### src/rtl/branch_target_buffer.sv
// Direct-mapped branch target buffer with saturating direction counters.
// Lookup is combinational from the IF-stage PC; updates arrive from EX where
// branches resolve. Also raises mispredict/redirect and keeps branch statistics.
module branch_target_buffer #(
  parameter int unsigned ENTRIES  = 16,
  parameter int unsigned ADDR_W   = 32,
  parameter int unsigned CTR_W    = 2,
  parameter int unsigned INIT_CTR = 1,
  parameter int unsigned STAT_W   = 32
) (
  input  logic              clk,
  input  logic              reset,
  input  logic [ADDR_W-1:0] lookup_pc,
  output logic              pred_taken,
  output logic [ADDR_W-1:0] pred_target,
  input  logic              upd_valid,
  input  logic [ADDR_W-1:0] upd_pc,
  input  logic              upd_taken,
  input  logic [ADDR_W-1:0] upd_target,
  input  logic              upd_pred_taken,
  input  logic [ADDR_W-1:0] upd_pred_target,
  output logic              mispredict,
  output logic [ADDR_W-1:0] redirect_pc,
  input  logic              table_clr,
  input  logic              stat_clr,
  output logic [STAT_W-1:0] branch_cnt,
  output logic [STAT_W-1:0] miss_cnt
);

  localparam int unsigned IDX_W = $clog2(ENTRIES);
  localparam int unsigned TAG_W = ADDR_W - IDX_W - 2;

  localparam logic [CTR_W-1:0]  CtrMax       = {CTR_W{1'b1}};
  localparam logic [CTR_W-1:0]  CtrWeakTaken = CTR_W'(2 ** (CTR_W - 1));
  localparam logic [CTR_W-1:0]  CtrInit      = CTR_W'(INIT_CTR);
  localparam logic [STAT_W-1:0] StatMax      = {STAT_W{1'b1}};

  // Next sequential PC; the top (supervisor) bit never receives a carry.
  function automatic logic [ADDR_W-1:0] seq_pc(input logic [ADDR_W-1:0] pc);
    logic [ADDR_W-2:0] low;
    low = pc[ADDR_W-2:0] + (ADDR_W-1)'(4);
    return {pc[ADDR_W-1], low};
  endfunction

  logic [ENTRIES-1:0] valid_q;
  logic [TAG_W-1:0]   tag_q    [ENTRIES];
  logic [ADDR_W-1:0]  target_q [ENTRIES];
  logic [CTR_W-1:0]   ctr_q    [ENTRIES];

  logic [STAT_W-1:0]  branch_cnt_q, miss_cnt_q;

  logic [IDX_W-1:0]   lk_idx, up_idx;
  logic [TAG_W-1:0]   lk_tag, up_tag;
  logic               lk_hit, up_hit;
  logic [CTR_W-1:0]   ctr_cur, ctr_upd;
  logic               tbl_we, tgt_we;

  // Byte-offset bits of the PCs carry no information for word-aligned fetch.
  logic               unused_pc_bits;
  assign unused_pc_bits = ^{lookup_pc[1:0], upd_pc[1:0]};

  assign lk_idx = lookup_pc[IDX_W+1:2];
  assign lk_tag = lookup_pc[ADDR_W-1:IDX_W+2];
  assign up_idx = upd_pc[IDX_W+1:2];
  assign up_tag = upd_pc[ADDR_W-1:IDX_W+2];

  // Lookup reads pre-update contents; no write-to-read bypass.
  assign lk_hit      = valid_q[lk_idx] && (tag_q[lk_idx] == lk_tag);
  assign pred_taken  = lk_hit && ctr_q[lk_idx][CTR_W-1];
  assign pred_target = pred_taken ? target_q[lk_idx] : seq_pc(lookup_pc);

  assign up_hit  = valid_q[up_idx] && (tag_q[up_idx] == up_tag);
  assign ctr_cur = ctr_q[up_idx];
  // Miss-not-taken leaves the table alone; anything else writes the slot.
  assign tbl_we  = upd_valid && (up_hit || upd_taken);
  assign tgt_we  = upd_valid && upd_taken;

  assign mispredict  = upd_valid &&
                       ((upd_pred_taken != upd_taken) ||
                        (upd_taken && (upd_pred_target != upd_target)));
  assign redirect_pc = upd_taken ? upd_target : seq_pc(upd_pc);

  assign branch_cnt = branch_cnt_q;
  assign miss_cnt   = miss_cnt_q;

  // Next counter value for the slot being updated: saturating step on a hit,
  // weakly-taken on allocation.
  always_comb begin
    ctr_upd = ctr_cur;
    if (up_hit) begin
      if (upd_taken) begin
        ctr_upd = (ctr_cur == CtrMax) ? ctr_cur : ctr_cur + CTR_W'(1);
      end else begin
        ctr_upd = (ctr_cur == '0) ? ctr_cur : ctr_cur - CTR_W'(1);
      end
    end else begin
      ctr_upd = CtrWeakTaken;
    end
  end

  // Valid bits and counters; clear wins over a coincident update.
  always_ff @(posedge clk) begin
    if (reset || table_clr) begin
      valid_q <= '0;
      for (int i = 0; i < ENTRIES; i++) begin
        ctr_q[i] <= CtrInit;
      end
    end else if (tbl_we) begin
      valid_q[up_idx] <= 1'b1;
      ctr_q[up_idx]   <= ctr_upd;
    end
  end

  // Tag and target storage, left unreset since it is masked by valid.
  always_ff @(posedge clk) begin
    if (!reset && !table_clr && tgt_we) begin
      tag_q[up_idx]    <= up_tag;
      target_q[up_idx] <= upd_target;
    end
  end

  // Saturating statistics; clear wins over a coincident increment.
  always_ff @(posedge clk) begin
    if (reset || stat_clr) begin
      branch_cnt_q <= '0;
      miss_cnt_q   <= '0;
    end else begin
      if (upd_valid && (branch_cnt_q != StatMax)) begin
        branch_cnt_q <= branch_cnt_q + STAT_W'(1);
      end
      if (mispredict && (miss_cnt_q != StatMax)) begin
        miss_cnt_q <= miss_cnt_q + STAT_W'(1);
      end
    end
  end

endmodule

### config.mk
export PLATFORM = sky130hd
export DESIGN_NAME = branch_target_buffer
export DESIGN_NICKNAME = d
export VERILOG_FILES = /design/src/rtl/branch_target_buffer.sv
export SDC_FILE = /design/constraint.sdc
export NUM_CORES = 2
export LEC_CHECK = 0
export ABC_AREA = 0
export BUFFER_PORTS_ARGS = -buffer_cell sky130_fd_sc_hd__buf_2
export CAP_MARGIN = 25
export CORE_AREA = 2 2 441 443
export DETAILED_ROUTE_END_ITERATION = 8
export DIE_AREA = 0 0 443 445
export PLACE_DENSITY_LB_ADDON = 0.25
export SLEW_MARGIN = 20
export SYNTH_ARGS = -nofsm -noshare
export SYNTH_HDL_FRONTEND = slang
export SYNTH_SLANG_ARGS = --single-unit
### constraint.sdc
create_clock -name clk -period 8.08 [get_ports clk]
set_clock_uncertainty 0.05 [all_clocks]
set_input_delay 1.616 -clock clk [delete_from_list [all_inputs] [get_ports clk]]
set_output_delay 1.616 -clock clk [all_outputs]
set_load 0.1 [all_outputs]
# ---- Word level (Yosys, flattened, before mapping)
# Memories as Yosys holds them, arrays and structs flattened.
# Cells that the tools add are included.
dict set report totals {
  register_bits 80
  latch_bits 0
  ram_bits 960
  rom_bits 0
  out_inout_bits 130
  wordCells 65
  memories 3
}
# memory words word_bits rd rd_clocked_by_memory_dff wr line_no
set memory_table {}
lappend memory_table {target_q 16 32 1 0 1 47} ;# logic [ADDR_W-1:0] target_q [ENTRIES];
lappend memory_table {tag_q 16 26 2 0 1 46} ;# logic [TAG_W-1:0] tag_q [ENTRIES];
lappend memory_table {ctr_q 16 2 2 0 16 48} ;# logic [CTR_W-1:0] ctr_q [ENTRIES];
dict set report classes {
  n_addsub 6
  n_mul 0
  n_div 0
  order_cmp 3
  n_eq_ne 7
  shift 0
  muxes 22
  n_bitwise 1
  reduce_logical 20
}
# op n
set op_table {}
lappend op_table {{adder 32 x 1 -> 32 bit, second input constant} 2}
lappend op_table {{two-way mux 32 bit} 2}
lappend op_table {{inequality test 32 bit, second input constant} 2}
lappend op_table {{adder 31 x 3 -> 31 bit, second input constant} 2}
lappend op_table {{equality test 26 bit} 2}
lappend op_table {{inequality test 32 bit} 1}
lappend op_table {{OR 16 bit} 1}
lappend op_table {{logical AND 1 bit} 12}
lappend op_table {{two-way mux 1 bit} 11}
lappend op_table {{< comparator 4 x 5 -> 1 bit, second input constant} 2}
lappend op_table {{two-way mux 2 bit} 5}
lappend op_table {{binary-select mux 1 bit (select 4 bit)} 2}
lappend op_table {{demux 1 bit (select 4 bit)} 1}
lappend op_table {{>= comparator 4 x 1 -> 1 bit, second input constant} 1}
lappend op_table {{logical OR 1 bit} 4}
lappend op_table {{two-way mux 4 bit} 1}
lappend op_table {{adder 2 x 1 -> 2 bit, second input constant} 1}
lappend op_table {{equality test 2 bit, second input constant} 1}
lappend op_table {{logical NOT 1 bit} 2}
lappend op_table {{logical NOT 2 bit} 1}
lappend op_table {{OR reduction 2 bit} 1}
lappend op_table {{subtractor 2 x 1 -> 2 bit, second input constant} 1}
lappend op_table {{inequality test 1 bit} 1}

# ---- Logic depth before layout (Yosys ltp)
dict set report logic_depth {
  word_depth 10
  ltp_mapped 14
  mapped_depth_nobuf 8
}

# ---- Least setup slack after synthesis
# OpenSTA, ideal clock, no wires.
dict set report synth_timing {
  path_kind {input to register}
  start {input port upd_pc[2]}
  end {memory tag_q[0][0] (netlist name), enable pin}
  arrival_ns 7.121
  required_time_ns 7.485
  path_slack_ns 0.364
  stages 9
  n_path_buf 5
  cell_sequence {buf_4 -> buf_4 -> buf_6 -> inv_2 -> buf_2 -> ha_1 -> clkbuf_1 -> nand2_1 -> nor3_1}
}
# element line_no
set synth_rtl {}
lappend synth_rtl {{start: declaration} 17} ;# input logic [ADDR_W-1:0] upd_pc,
lappend synth_rtl {{end: declaration} 46}
# Straight into the memory's write port.

# ---- Worst setup path after layout
dict set report layout_timing {
  start {input port lookup_pc[2]}
  end {output port pred_target[2]}
}
dict set report layout_via {
  elab_chain_cells 5
  word_cells_on_any_way 10
}
# element line_no
set layout_rtl {}
lappend layout_rtl {{start: declaration} 13} ;# input logic [ADDR_W-1:0] lookup_pc,
lappend layout_rtl {{memory read (16 x 26 bit) or binary-select mux 1 bit (select 4 bit) (tied branches)} --}
lappend layout_rtl {{equality test 26 bit or two-way mux 1 bit (tied branches)} 68} ;# assign lk_hit = valid_q[lk_idx] && (tag_q[lk_idx] == lk_tag);
lappend layout_rtl {{logical AND 1 bit} 68}
lappend layout_rtl {{logical AND 1 bit} 69} ;# assign pred_taken = lk_hit && ctr_q[lk_idx][CTR_W-1];
lappend layout_rtl {{two-way mux 32 bit (*)} 70} ;# assign pred_target = pred_taken ? target_q[lk_idx] : seq_pc(lookup_pc);
lappend layout_rtl {{end: declaration} 15} ;# output logic [ADDR_W-1:0] pred_target,
# Mark *: on every way between the ends. The rest lies on a longest branch, timed or not. The select of a mux whose other input is x is not followed.

==> impl_metrics.tcl <==
set metrics [dict create \
    setup_tns_ps 0 \
    viasPerCell 5.01 \
    root_buffer "clkbuf_16" \
    grt_max_degree 84 \
    grtUsageTotal_pct 16.4 \
    die_w_microns 443 \
    nets 3158 \
    reg2reg_slack_ps 3690 \
    cts_sinks 1040 \
    crit_top_cell "buf_12" \
    cts.htree.levels 3 \
    rsz0062_at_grt "false" \
    worstPathMaxFanout 49 \
    critPathMaxStageDelay_ps 620 \
    post-cts-setup-buffers 0 \
    max_freq_ghz 0.138 \
    place_ws_ps 882 \
    drc 0 \
    yosys_warnings 0 \
    grt_pass1_wl_microns 229000 \
    synth_edf_count 960 \
    synthMostInstantiatedCell "edfxtp_1" \
    holdBufCountCts 0 \
    ys_seq_elements 1040 \
    power.density_nw_per_um2 219 \
    worstReg2RegStart "tag_q[15][18]" \
    worst_pin_slew_ps 978 \
    detail-route-antenna-nets 0 \
    drtIter0Drc 3055 \
    post_drt_wl_per_cell_microns 29.3 \
    cts_buffer_depth 3 \
    die_height_microns 445 \
    holdPathEnd "valid_q[11]" \
    path_class "in -> out" \
    maxSlewViolCount 0 \
    initial_utilization_pct 24.9 \
    fin_cells 5638 \
    dieArea_sq_um 197000 \
    ir_drop_v 0.000207 \
    cp.buffers_inverters 4 \
    arrival_ps 5580 \
    design_area_sq_um 56400 \
    endpoint_kind "output pin" \
    netlist.area_leader.share_pct 60.3 \
    yosysTopAreaCell "edfxtp_1" \
    cts_made_buffers 115 \
    postLayoutCoreUtil_pct 29.4 \
    place_area_sq_um 52500 \
    cp-start-kind "input port" \
    nFillCells 19000 \
    clock_latency_ps 780 \
    synthTopCellsByArea "edfxtp_1 60%, mux4_2 13%, mux4_1 5.3%" \
    port_buffers 264 \
    grt_pass1_vias 28400 \
    placed_cells 5424 \
    hold_viol_final 0 \
    whs_path_depth 2 \
    cts_tree "yes" \
    globalRouteOverflowTotal 0 \
    holdCritPathClass "reg -> reg" \
    gp_congestion 0.876 \
    status "finished clean" \
    path_clk_slew_ps 60 \
    cp_top_family "buffers and inverters" \
    static-leakage-power_nw 18.4 \
    synth_common_cells "960 x edfxtp_1, 285 x mux4_2, 151 x nand2_1" \
    antenna_found_initial 25 \
    totalWireLength_microns 165000 \
    slew_headroom_pct 34.8 \
    synthCells 2705 \
    num_rows 161 \
    critPathRequiredTime_ps 6410 \
    finalCriticalPeriod_ps 7250 \
    ios 265 \
    rr_worst_depth 8 \
    firstDrtPassIters 6 \
    core_sq_um 192000 \
    cp_cell_sequence "buf_8, buf_12, mux4_1, xnor2_1, nor4_1, nor2_1, o32ai_1, nand3b_1, nor4_4, buf_12, mux2_4, buf_2" \
    worstHoldStart "valid_q[11]" \
    min_period_over_period_pct 89.7 \
    yosysSeqAreaShare_pct 63.6 \
    drive_gt1_share_pct 28.3 \
    reg2reg_to "ctr_q[6][1]" \
    dp_hpwl_microns 107000 \
    syn2layout_area_growth_pct 17.9 \
    async_reset_ff_share_pct 0 \
    ctsResizeCount 0 \
    setup_viol 0 \
    vias 28300 \
    syn_nets 2847 \
    maxCapViolations 0 \
    synth.distinct_cells 78 \
    syn_area_per_cell_sq_um 17.7 \
    synthFlopType "edfxtp_1" \
    critPathSlowestCell "mux4_1" \
    setup_slack_ps 831 \
    synth.cell_area_sq_um 47800 \
]
==> layout by cell type (no fill, tap or decap), types with 33 or more instances in the layout <==
cell type / count
edfxtp_1: 960
mux4_2: 285
buf_2: 252
nand2_1: 151
clkbuf_16: 116
mux2i_1: 99
mux4_1: 96
xnor2_1: 91
buf_4: 84
xor2_1: 83
dfxtp_1: 80
o21ai_0: 75
nand3_1: 72
nor2_1: 72
a21oi_1: 44
inv_1: 40
and3_1: 33
==> how the worst max path moves through the flow <==
stage	startpoint	to	cells past startpoint	slack [ps]
after floorplan	upd_pc[2]	tag_q[0][0]	9	360
final	lookup_pc[2]	pred_target[2]	12	830
after global routing	lookup_pc[2]	pred_target[2]	12	680
after CTS	lookup_pc[2]	pred_target[2]	12	860
after global placement	lookup_pc[2]	pred_target[2]	12	880
after detailed placement	lookup_pc[2]	pred_target[2]	12	880
==> tightest hold or removal path, delay by kind of cell (launching register included) <==
| family | cells | cell delay (ps) |
|---|---|---|
| flip-flops | 1 | 320 |
| AO/OA/AOI/OAI | 1 | 60 |
| AND/OR/NAND/NOR | 1 | 50 |
==> flip-flops by register name, summed over array words and instances (netlist names) <==
register	count
tag_q	416
ctr_q	32
miss_cnt	32
branch_cnt	32
target_q	512
valid_q	16
==> final cells by class <==
class | instances | area (sq um) | share of cell area, %
Timing Repair Buffer | 360 | 2350 | 4.17
Sequential cell | 1040 | 30400 | 54.0
Clock buffer | 137 | 3000 | 5.32
Multi-Input combinational cell | 1455 | 16400 | 29.1
Antenna cell | 4 | 10.0 | 0.0178
Clock inverter | 72 | 850 | 1.51
Tap cell | 2526 | 3160 | 5.61
Inverter | 44 | 168 | 0.297
==> logic make-up after synthesis <==
kind of cell | count (synthesis) | share of synthesized area (%)
and+or+nand+nor | 503 | 5.33
DFF | 1040 | 63.6
xor gates and xnor gates | 175 | 3.22
muxes | 518 | 21.9
adders and majority gates | 7 | 0.183
buffers and inverters | 210 | 2.29
AOI/OAI and AO/OA | 252 | 3.44
==> power breakdown <==
group,switching (mW),leakage [nW],internal (mW)
registers,0.0115,9.31,5.90
logic,0.763,7.19,0.362
clock network,2.25,1.86,3.08
total,3.03,18.4,9.34
==> through the flow <==
step | power, mW | hold slack, ps
2_1_floorplan | 6.72 | 384
3_3_place_gp | 7.16 | 411
3_5_place_dp | 7.16 | 422
4_1_cts | 12.5 | 429
5_1_grt | 12.8 | 451
6_report | 12.4 | 431
==> metal layers <==
layer | up-vias | global-route usage, % | wire [microns]
li1 | 11800 | - | -
met1 | 15200 | 21.7 | 70300
met2 | 1013 | 27.1 | 80200
met3 | 262 | 2.72 | 8720
met4 | 6 | 5.59 | 5960
met5 | - | 0 | 40
No activity file was read; power rests on OpenSTA's default activity.
